### src/rtl/fm_audio_out_sched.sv
// fm_audio_out_sched: paced stereo output scheduler.
// Drains the left/right FWFT audio FIFOs in lockstep, one frame per audio-rate
// tick, and serialises each frame as L then R on one valid/ready stream.
// Counts underruns (a FIFO empty at a start) and slips (ticks lost in a stall).
module fm_audio_out_sched #(
  parameter int DATA_SIZE = 32,
  parameter int RATE_DIV  = 32,
  parameter int CNT_W     = 16
) (
  input  logic                 clock,
  input  logic                 reset,
  input  logic                 enable,
  input  logic                 left_empty,
  input  logic [DATA_SIZE-1:0] left_dout,
  output logic                 left_rd_en,
  input  logic                 right_empty,
  input  logic [DATA_SIZE-1:0] right_dout,
  output logic                 right_rd_en,
  output logic                 out_valid,
  input  logic                 out_ready,
  output logic [DATA_SIZE-1:0] out_data,
  output logic                 out_chan,
  output logic [CNT_W-1:0]     underrun_count,
  output logic [CNT_W-1:0]     slip_count
);

  localparam int                TW        = $clog2(RATE_DIV);
  localparam logic [TW-1:0]     TICK_LAST = TW'(RATE_DIV - 1);
  localparam logic [CNT_W-1:0]  CNT_MAX   = '1;

  typedef enum logic [1:0] {
    WAIT,
    FETCH,
    SEND_L,
    SEND_R
  } state_t;

  state_t                 state;
  logic [TW-1:0]          tick_cnt;
  logic                   tick;
  logic                   pending;
  logic [DATA_SIZE-1:0]   right_q;

  // Audio-rate divider: free-runs while enabled, parked at zero otherwise.
  always_ff @(posedge clock or negedge reset) begin
    // NOTE: all state updates use non-blocking assignments so every register
    // samples pre-edge values regardless of statement order.
    if (!reset) begin
      tick_cnt <= '0;
    end else if (!enable) begin
      tick_cnt <= '0;
    end else if (tick_cnt == TICK_LAST) begin
      tick_cnt <= '0;
    end else begin
      tick_cnt <= tick_cnt + 1'b1;
    end
  end

  assign tick = enable && (tick_cnt == TICK_LAST);

  // Both FIFOs pop together, and only in the single FETCH cycle.
  assign left_rd_en  = (state == FETCH);
  assign right_rd_en = (state == FETCH);

  // Frame sequencer with registered stream outputs, pending tick and counters.
  always_ff @(posedge clock or negedge reset) begin
    if (!reset) begin
      state          <= WAIT;
      pending        <= 1'b0;
      out_valid      <= 1'b0;
      out_data       <= '0;
      out_chan       <= 1'b0;
      right_q        <= '0;
      underrun_count <= '0;
      slip_count     <= '0;
    end else begin
      case (state)
        WAIT: begin
          if (tick || pending) begin
            if (!left_empty && !right_empty) begin
              state <= FETCH;
            end else if (underrun_count != CNT_MAX) begin
              underrun_count <= underrun_count + 1'b1;
            end
            // A start consumes the pending request; a tick landing in the
            // same cycle becomes the next one.
            pending <= pending && tick;
          end
        end
        FETCH: begin
          out_valid <= 1'b1;
          out_chan  <= 1'b0;
          out_data  <= left_dout;
          right_q   <= right_dout;
          state     <= SEND_L;
        end
        SEND_L: begin
          if (out_ready) begin
            out_chan <= 1'b1;
            out_data <= right_q;
            state    <= SEND_R;
          end
        end
        SEND_R: begin
          if (out_ready) begin
            out_valid <= 1'b0;
            state     <= WAIT;
          end
        end
        default: state <= WAIT;
      endcase

      // Ticks arriving mid-frame: remember one, count any further as slips.
      if (tick && (state != WAIT)) begin
        if (!pending) begin
          pending <= 1'b1;
        end else if (slip_count != CNT_MAX) begin
          slip_count <= slip_count + 1'b1;
        end
      end

      // Disabling discards any remembered tick; the current frame still ends.
      if (!enable) begin
        pending <= 1'b0;
      end
    end
  end

endmodule

### config.mk
export PLATFORM = sky130hd
export DESIGN_NAME = fm_audio_out_sched
export DESIGN_NICKNAME = d
export VERILOG_FILES = /design/src/rtl/fm_audio_out_sched.sv
export SDC_FILE = /design/constraint.sdc
export NUM_CORES = 1
export LEC_CHECK = 0
export ABC_AREA = 1
export BUFFER_PORTS_ARGS = -buffer_cell sky130_fd_sc_hd__clkbuf_2
export CAP_MARGIN = 10
export CELL_PAD_IN_SITES_DETAIL_PLACEMENT = 1
export CELL_PAD_IN_SITES_GLOBAL_PLACEMENT = 1
export CORE_ASPECT_RATIO = 0.9
export CORE_UTILIZATION = 42
export DETAILED_ROUTE_END_ITERATION = 16
export HOLD_SLACK_MARGIN = 0.1
export PLACE_DENSITY_LB_ADDON = 0.1
export SLEW_MARGIN = 10
export SYNTH_ARGS = -nofsm -noshare
export SYNTH_HDL_FRONTEND = slang
export SYNTH_SLANG_ARGS = --single-unit
### constraint.sdc
create_clock -name clock -period 4.4 [get_ports clock]
set_clock_uncertainty 0.1 [all_clocks]
set_input_delay 0.88 -clock clock [delete_from_list [all_inputs] [get_ports clock]]
set_output_delay 0.88 -clock clock [all_outputs]
set_load 0.01 [all_outputs]
==> run metrics, run 1 <==
first-pass GRT wire length 22020 um; CP max FO 19; Worst path max stage delay 0.50 ns; post-CTS setup buffer count 0; Int Pwr 2.294 mW; Setup crit start kind register; Gate Count Post-Synth 583; vias in the first global route 4563; Crit Path Category register to output port; Total Power Consumption 3.612 mW; Switch Pwr 1.319 mW; placed cells 860; RSZ-0062 raised after global routing no; most frequent cells in the layout 186 x nand2_1, 136 x clkbuf_2, 106 x dfrtp_1; Final Critical Period 2.904 ns; Syn Area/Cell 8.842 um2; CTS clock-pin slew for the worst setup and hold paths 0.07 ns; # port buffers 137; Combinational Power Share 0.357; worst path bufs/invs 3; post-cts sizing count 0; largest net degree at the start of global routing 59; Slowest-stage cell, CP ha_2; share of layout cells above drive strength 1 0.2923; leak pwr 3.050 nW; Peak VDD IR 0.3821 mV; Setup WS post-layout 1.496 ns; Starting Density 0.4285; FF+latch count, synth 106; Routed wire per std cell 14.99 um; Max Clk Rate 0.3443 GHz; Post-DP HPWL 9614 um; setup slack after placement 1.702 ns; Required @ worst endpoint 3.42 ns; post-route ant nets 0; Post-Synth XOR/XNOR Area 0.02209; most common cell after layout, fill and taps aside nand2_1; GR Util All Layers 0.2210; final net count 790; Reg power frac 0.414; R2R Setup Slk 1.70 ns; Core ar. 12030 um2; largest family of logic cells by synthesized area simple AND/OR/NAND/NOR gates; Pwr per Cell Area 578.7 nW/um2; Die Width 118.8 um; sw frac 0.3650; final std cells w/o fill 875; total negative slack 0 ns; FF-to-FF End out_data[30]; die area 12720 um2; clk_lat worst skew 0.35 ns; reg2reg start state[0]; crit-path cells inv_1 > ha_2 > buf_4 > clkbuf_2; headroom to the max-slew limit 0.4968; H-tree levels 3; Post-Synth Adder-Cell Area 0.02184; DRT Pass-1 Iters 4; FP Rows 38; count of cell types in the netlist 27; Worst Setup SP state[1]; # clock sinks 106; Final Setup Violations 0; vias per std cell 4.990; Mapped Nets 662; Boundary Pins 138; final max-slew violation count 0; Ys Warns 0; Max Cap Violations 0; Synth Area in Compound Gates 0.05364; simple-gate area share of the yosys netlist 0.2617; Critical Path Stages 4; Critical Path End right_rd_en; drt total wl 13120 um; via count 4366; critical path data arrival time 1.92 ns; chip height 107.1 um; ant diodes 0; CTS Hold Buffers Added 0; routability congestion estimate 0.7572; proportion of synthesized area in mux cells 0.06990; DRC 0; CP Capture Type output port; GRT overflow 0; area delta synth->final 21.09%; R2R depth 8; Final Hold Viols 0; clock power share 0.229; Slew @ Worst Pin 0.7547 ns; TritonCTS clock tree done; synthesized area 5155 um2; min-delay worst type register to register; initial antenna violation count 0; CP delay by family, top buffers and inverters; CTS Root Cell clkbuf_16; DRT iter0 DRCs 190; status finished, final reports clean; register area share after synthesis 0.5146; clk buf depth 2; Inserted Clock Buffers 9; crit share post-route 0.6601
-- metal layers --
layer	vias up	routed length, um	global-route usage
met1	2131	5786	0.2710
li1	2132	-	-
met5	-	0	0
met2	92	6570	0.3843
met4	0	116	0.05154
met3	11	644	0.06330
-- worst reg2reg max path, cell delays in order, from the launching register on --
cell     delay [ns]
dfrtp_1        0.41
inv_1          0.10
ha_1           0.24
inv_2          0.49
nand2_1        0.23
o21ai_4        0.33
buf_4          0.46
nor2_1         0.10
a31oi_1        0.16
-- registers in the layout, summed over array words and instances, names as in the netlist --
register,count
state,2
out_data,32
underrun_count,16
slip_count,16
right_q,32
out_valid,1
pending,1
out_chan,1
tick_cnt,5
-- per-stage QoR --
step / hold WS (ns) / util / cell area, um2
final: 0.3746 / 0.5189 / 6242
after global routing: 0.3877 / 0.5189 / 6242
after CTS: 0.3815 / 0.5189 / 6242
after detailed placement: 0.3732 / 0.4938 / 5939
after global placement: 0.3464 / 0.4938 / 5939
after floorplan: 0.3311 / - / 5155
-- power by group through the flow --
stage                     logic (mW)  registers [mW]  clock network, mW
after floorplan                0.860            1.53                  0
after global placement          1.24            1.49                  0
final                           1.29            1.49              0.828
after detailed placement        1.31            1.51                  0
after global routing            1.45            1.54              0.888
after CTS                       1.32            1.50              0.856
-- synthesized netlist by cell type, drive strengths merged --
master / count / area, um2
nand2: 194 / 753.2
dfrtp: 106 / 2653
nor2: 75 / 314.1
inv: 36 / 135.1
a31oi: 32 / 200.2
mux2: 32 / 360.4
nand3: 29 / 150.1
buf: 18 / 128.9
o21ai: 11 / 55.05
ha: 9 / 112.6
nand3b: 9 / 67.56
nand4: 9 / 56.30
xnor2: 9 / 78.83
clkbuf: 7 / 26.28
xor2: 4 / 35.03
a21oi: 2 / 21.27
nor3b: 1 / 7.510
-- final cells by class --
cell class / instances / area [um2]
Timing Repair Buffer: 142 / 725.7
Clock inverter: 5 / 63.81
Tap cell: 160 / 200.2
Sequential cell: 106 / 2653
Multi-Input combinational cell: 416 / 2226
Fill cell: 1506 / 5787
Clock buffer: 10 / 239.0
Inverter: 36 / 135.1
-- logic make-up after synthesis --
logic type	count (synthesis)
compound gates	45
xor+xnor	13
fa+ha+maj	9
buf+inv	61
flops	106
mux	32
simple gates	317
-- how the worst min path moves through the flow --
stage | cells past startpoint | endpoint | from | slack (ns)
2_1_floorplan | 1 | tick_cnt[0] | tick_cnt[0] | 0.33
3_3_place_gp | 1 | tick_cnt[0] | tick_cnt[0] | 0.35
3_5_place_dp | 1 | tick_cnt[0] | tick_cnt[0] | 0.37
4_1_cts | 1 | tick_cnt[0] | tick_cnt[0] | 0.38
5_1_grt | 1 | tick_cnt[0] | tick_cnt[0] | 0.39
6_report | 1 | tick_cnt[0] | tick_cnt[0] | 0.37
Power figures use the tool's default switching activity.
==> run 2, diff against run 1 <==
--- a/config.mk
+++ b/config.mk
@@ -5,13 +5,13 @@
 export SDC_FILE = /design/constraint.sdc
 export NUM_CORES = 1
 export LEC_CHECK = 0
-export ABC_AREA = 1
+export ABC_AREA = 0
 export BUFFER_PORTS_ARGS = -buffer_cell sky130_fd_sc_hd__clkbuf_2
 export CAP_MARGIN = 10
 export CELL_PAD_IN_SITES_DETAIL_PLACEMENT = 1
 export CELL_PAD_IN_SITES_GLOBAL_PLACEMENT = 1
 export CORE_ASPECT_RATIO = 0.9
-export CORE_UTILIZATION = 42
+export CORE_UTILIZATION = 40
 export DETAILED_ROUTE_END_ITERATION = 16
 export HOLD_SLACK_MARGIN = 0.1
 export PLACE_DENSITY_LB_ADDON = 0.1
==> constraint.sdc (replaced) <==
create_clock -name clock -period 2.92 [get_ports clock]
set_clock_uncertainty 0.1 [all_clocks]
set_input_delay 0.584 -clock clock [delete_from_list [all_inputs] [get_ports clock]]
set_output_delay 0.584 -clock clock [all_outputs]
set_load 0.01 [all_outputs]
==> run metrics, run 2 <==
status finished, final reports clean; die area 12260 um2 (-3.6%); Ys Warns 0 (unchanged); GR Util All Layers 0.1998 (-0.02121); count of cell types in the netlist 39 (+44%); CP delay by family, top simple AND/OR/NAND/NOR gates; # port buffers 137 (unchanged); biggest regs out_data x32, right_q x32; most frequent CP cell ha_1; Max Cap Violations 0 (unchanged); Slowest-stage cell, CP nor4_1; grt met3 use 0.06090 (-0.002393); crit-path cells ha_1 > and3_1 > ha_1 > nand4b_1 > nor4_1 > nand4_1 > xnor2_1; number of synthesized flops with an enable pin 0 (unchanged); critical path data arrival time 2.60 ns (+0.68 ns); met2 Track Usage GR 0.3288 (-0.05547); Starting Density 0.4118 (-0.01671); Crit Path Category register to register; largest net degree at the start of global routing 46 (-22%); initial antenna violation count 0 (unchanged); Peak VDD IR 0.4715 mV (+23%); clk buf depth 2 (unchanged); Worst path max stage delay 0.65 ns (+0.15 ns); Mapped Nets 485 (-27%); ys async rst share 1.000 (unchanged); FF+latch count, synth 106 (unchanged); most common cell after layout, fill and taps aside clkbuf_2; Pwr per Cell Area 898.2 nW/um2 (+55%); Final Critical Period 2.466 ns; most frequent cells in the layout 136 x clkbuf_2, 106 x dfrtp_1, 41 x nand2_1; Setup WS post-layout 0.4542 ns (-1.041 ns); Synth area leaders dfrtp_1 56%, mux2_2 8.1%, mux2i_1 7.0%; share of layout cells above drive strength 1 0.3686 (+0.07631); final core area utilization 0.5173 (-0.001603); headroom to the max-slew limit 0.5519 (+0.05501); setup slack after placement 0.4593 ns (-1.243 ns); CTS Hold Buffers Added 0 (unchanged); top_reg_cell synth dfrtp_1; via count 3567 (-18%); crit share post-route 0.8444; final net count 622 (-21%); top cells by count, synth 106 x dfrtp_1, 41 x nand2_1, 39 x o21ai_0; Yosys top cell by area dfrtp_1; leak pwr 2.937 nW (-3.7%); Syn Area/Cell 11.65 um2 (+32%); vias in the first global route 3767 (-17%); min-delay worst type input pin to async pin; DRT Pass-1 Iters 4 (unchanged); Setup crit start kind register; worst path bufs/invs 0 (-3); Final Hold Viols 0 (unchanged); Core ar. 11480 um2 (-4.6%); CTS Root Cell clkbuf_16; Die Width 116.6 um (-1.8%); Slew @ Worst Pin 0.6661 ns (-0.08866 ns); post-cts sizing count 0 (unchanged); drt total wl 11080 um (-16%); TritonCTS clock tree done; H-tree levels 3 (unchanged); Gate Count Post-Synth 406 (-30%); # clock sinks 106 (unchanged); Max Clk Rate 0.4056 GHz; area delta synth->final 25.62%; GR Util met1 0.2525 (-0.01844); CP max FO 6 (-13); post-route ant nets 0 (unchanged); Synth top area share 0.5610 (+0.04643); DRC 0 (unchanged); post-CTS setup buffer count 0 (unchanged); Min Hold Slack 0.1430 ns (-0.2317 ns); Routed wire per std cell 15.74 um (+5.0%); first-pass GRT wire length 18660 um (-15%); FP Rows 37 (-2.6%); vias per std cell 5.067 (+1.5%); chip height 105.1 um (-1.8%); Boundary Pins 138 (unchanged); Post-DP HPWL 8212 um (-15%); count leader, synth dfrtp_1; Inserted Clock Buffers 9 (unchanged); DRT iter0 DRCs 134 (-29%); ant diodes 0 (unchanged); routability congestion estimate 0.7474 (-1.3%); total negative slack 0 ns (unchanged); grt peak-use layer met2; final max-slew violation count 0 (unchanged); CP Capture Type register; GRT overflow 0 (unchanged); clk_lat worst skew 0.35 ns (about the same); synthesized area 4728 um2 (-8.3%); RSZ-0062 raised after global routing no; Final Setup Violations 0 (unchanged); Required @ worst endpoint 3.06 ns (-0.36 ns); register area share after synthesis 0.5610 (+0.04643); CTS clock-pin slew for the worst setup and hold paths 0.07 ns (about the same)
run 2: cell count changes after synthesis, moves of 9 or more:
| cell | change |
|---|---|
| xor2_1 | +14 |
| nand3b_1 | -9 |
| mux2i_1 | +33 |
| o21ai_0 | +30 |
| nor2_1 | -58 |
| a31oi_1 | -31 |
| nand3_1 | -18 |
| nand2_1 | -145 |
| nor4_1 | +9 |
| inv_1 | -25 |
run 2: logic make-up (layout without fill, tap and decap cells):
kind of cell / after synthesis / in the layout / share of synthesized area
DFF: 106 / 106 / 0.5610
AOI/OAI and AO/OA: 53 / 53 / 0.06140
buffers and inverters: 26 / 168 / 0.02196
xor gates and xnor gates: 27 / 27 / 0.05001
and+or+nand+nor: 118 / 118 / 0.1310
muxes: 67 / 67 / 0.1508
adders and majority gates: 9 / 9 / 0.02382
run 2: worst paths after layout:
check | depth (start not counted) | slack, ns | to | from
max in group asynchronous | 2 | 1.79 | slip_count[8] | reset
hold reg to reg | 2 | 0.38 | out_data[23] | out_data[23]
hold / removal | 1 | 0.14 | out_data[10] | reset
min in group clock | 2 | 0.36 | right_q[0] | right_dout[0]
setup / recovery | 7 | 0.45 | slip_count[13] | tick_cnt[0]
setup reg to reg | 7 | 0.45 | slip_count[13] | tick_cnt[0]
run 2: power by group:
part / internal, mW / switching, mW / leakage (nW)
sequential: 1.96 / 0.245 / 1.34
clock: 0.768 / 0.521 / 0.162
combinational: 0.862 / 0.976 / 1.44
run 2: routing by layer:
metal,share of wire,vias up
met5,0,-
met4,0.012,0
met3,0.057,12
met2,0.48,86
met1,0.45,1773
li1,-,1696
run 2: layout make-up:
class	instances	area (um2)
clock buffer	10	239.0
multi-input combinational	274	1989
fill	1293	5542
timing repair buffer	144	753.2
inverter	8	30.03
clock inverter	6	80.08
sequential	106	2653
tap	156	195.2
run 2: through the flow:
step	power [mW]	instance area, um2	cells
floorplan	3.440	4728	406
global placement	4.033	5620	688
detailed placement	4.122	5620	688
CTS	5.446	5939	704
global route	5.747	5939	704
finish	5.335	5939	704
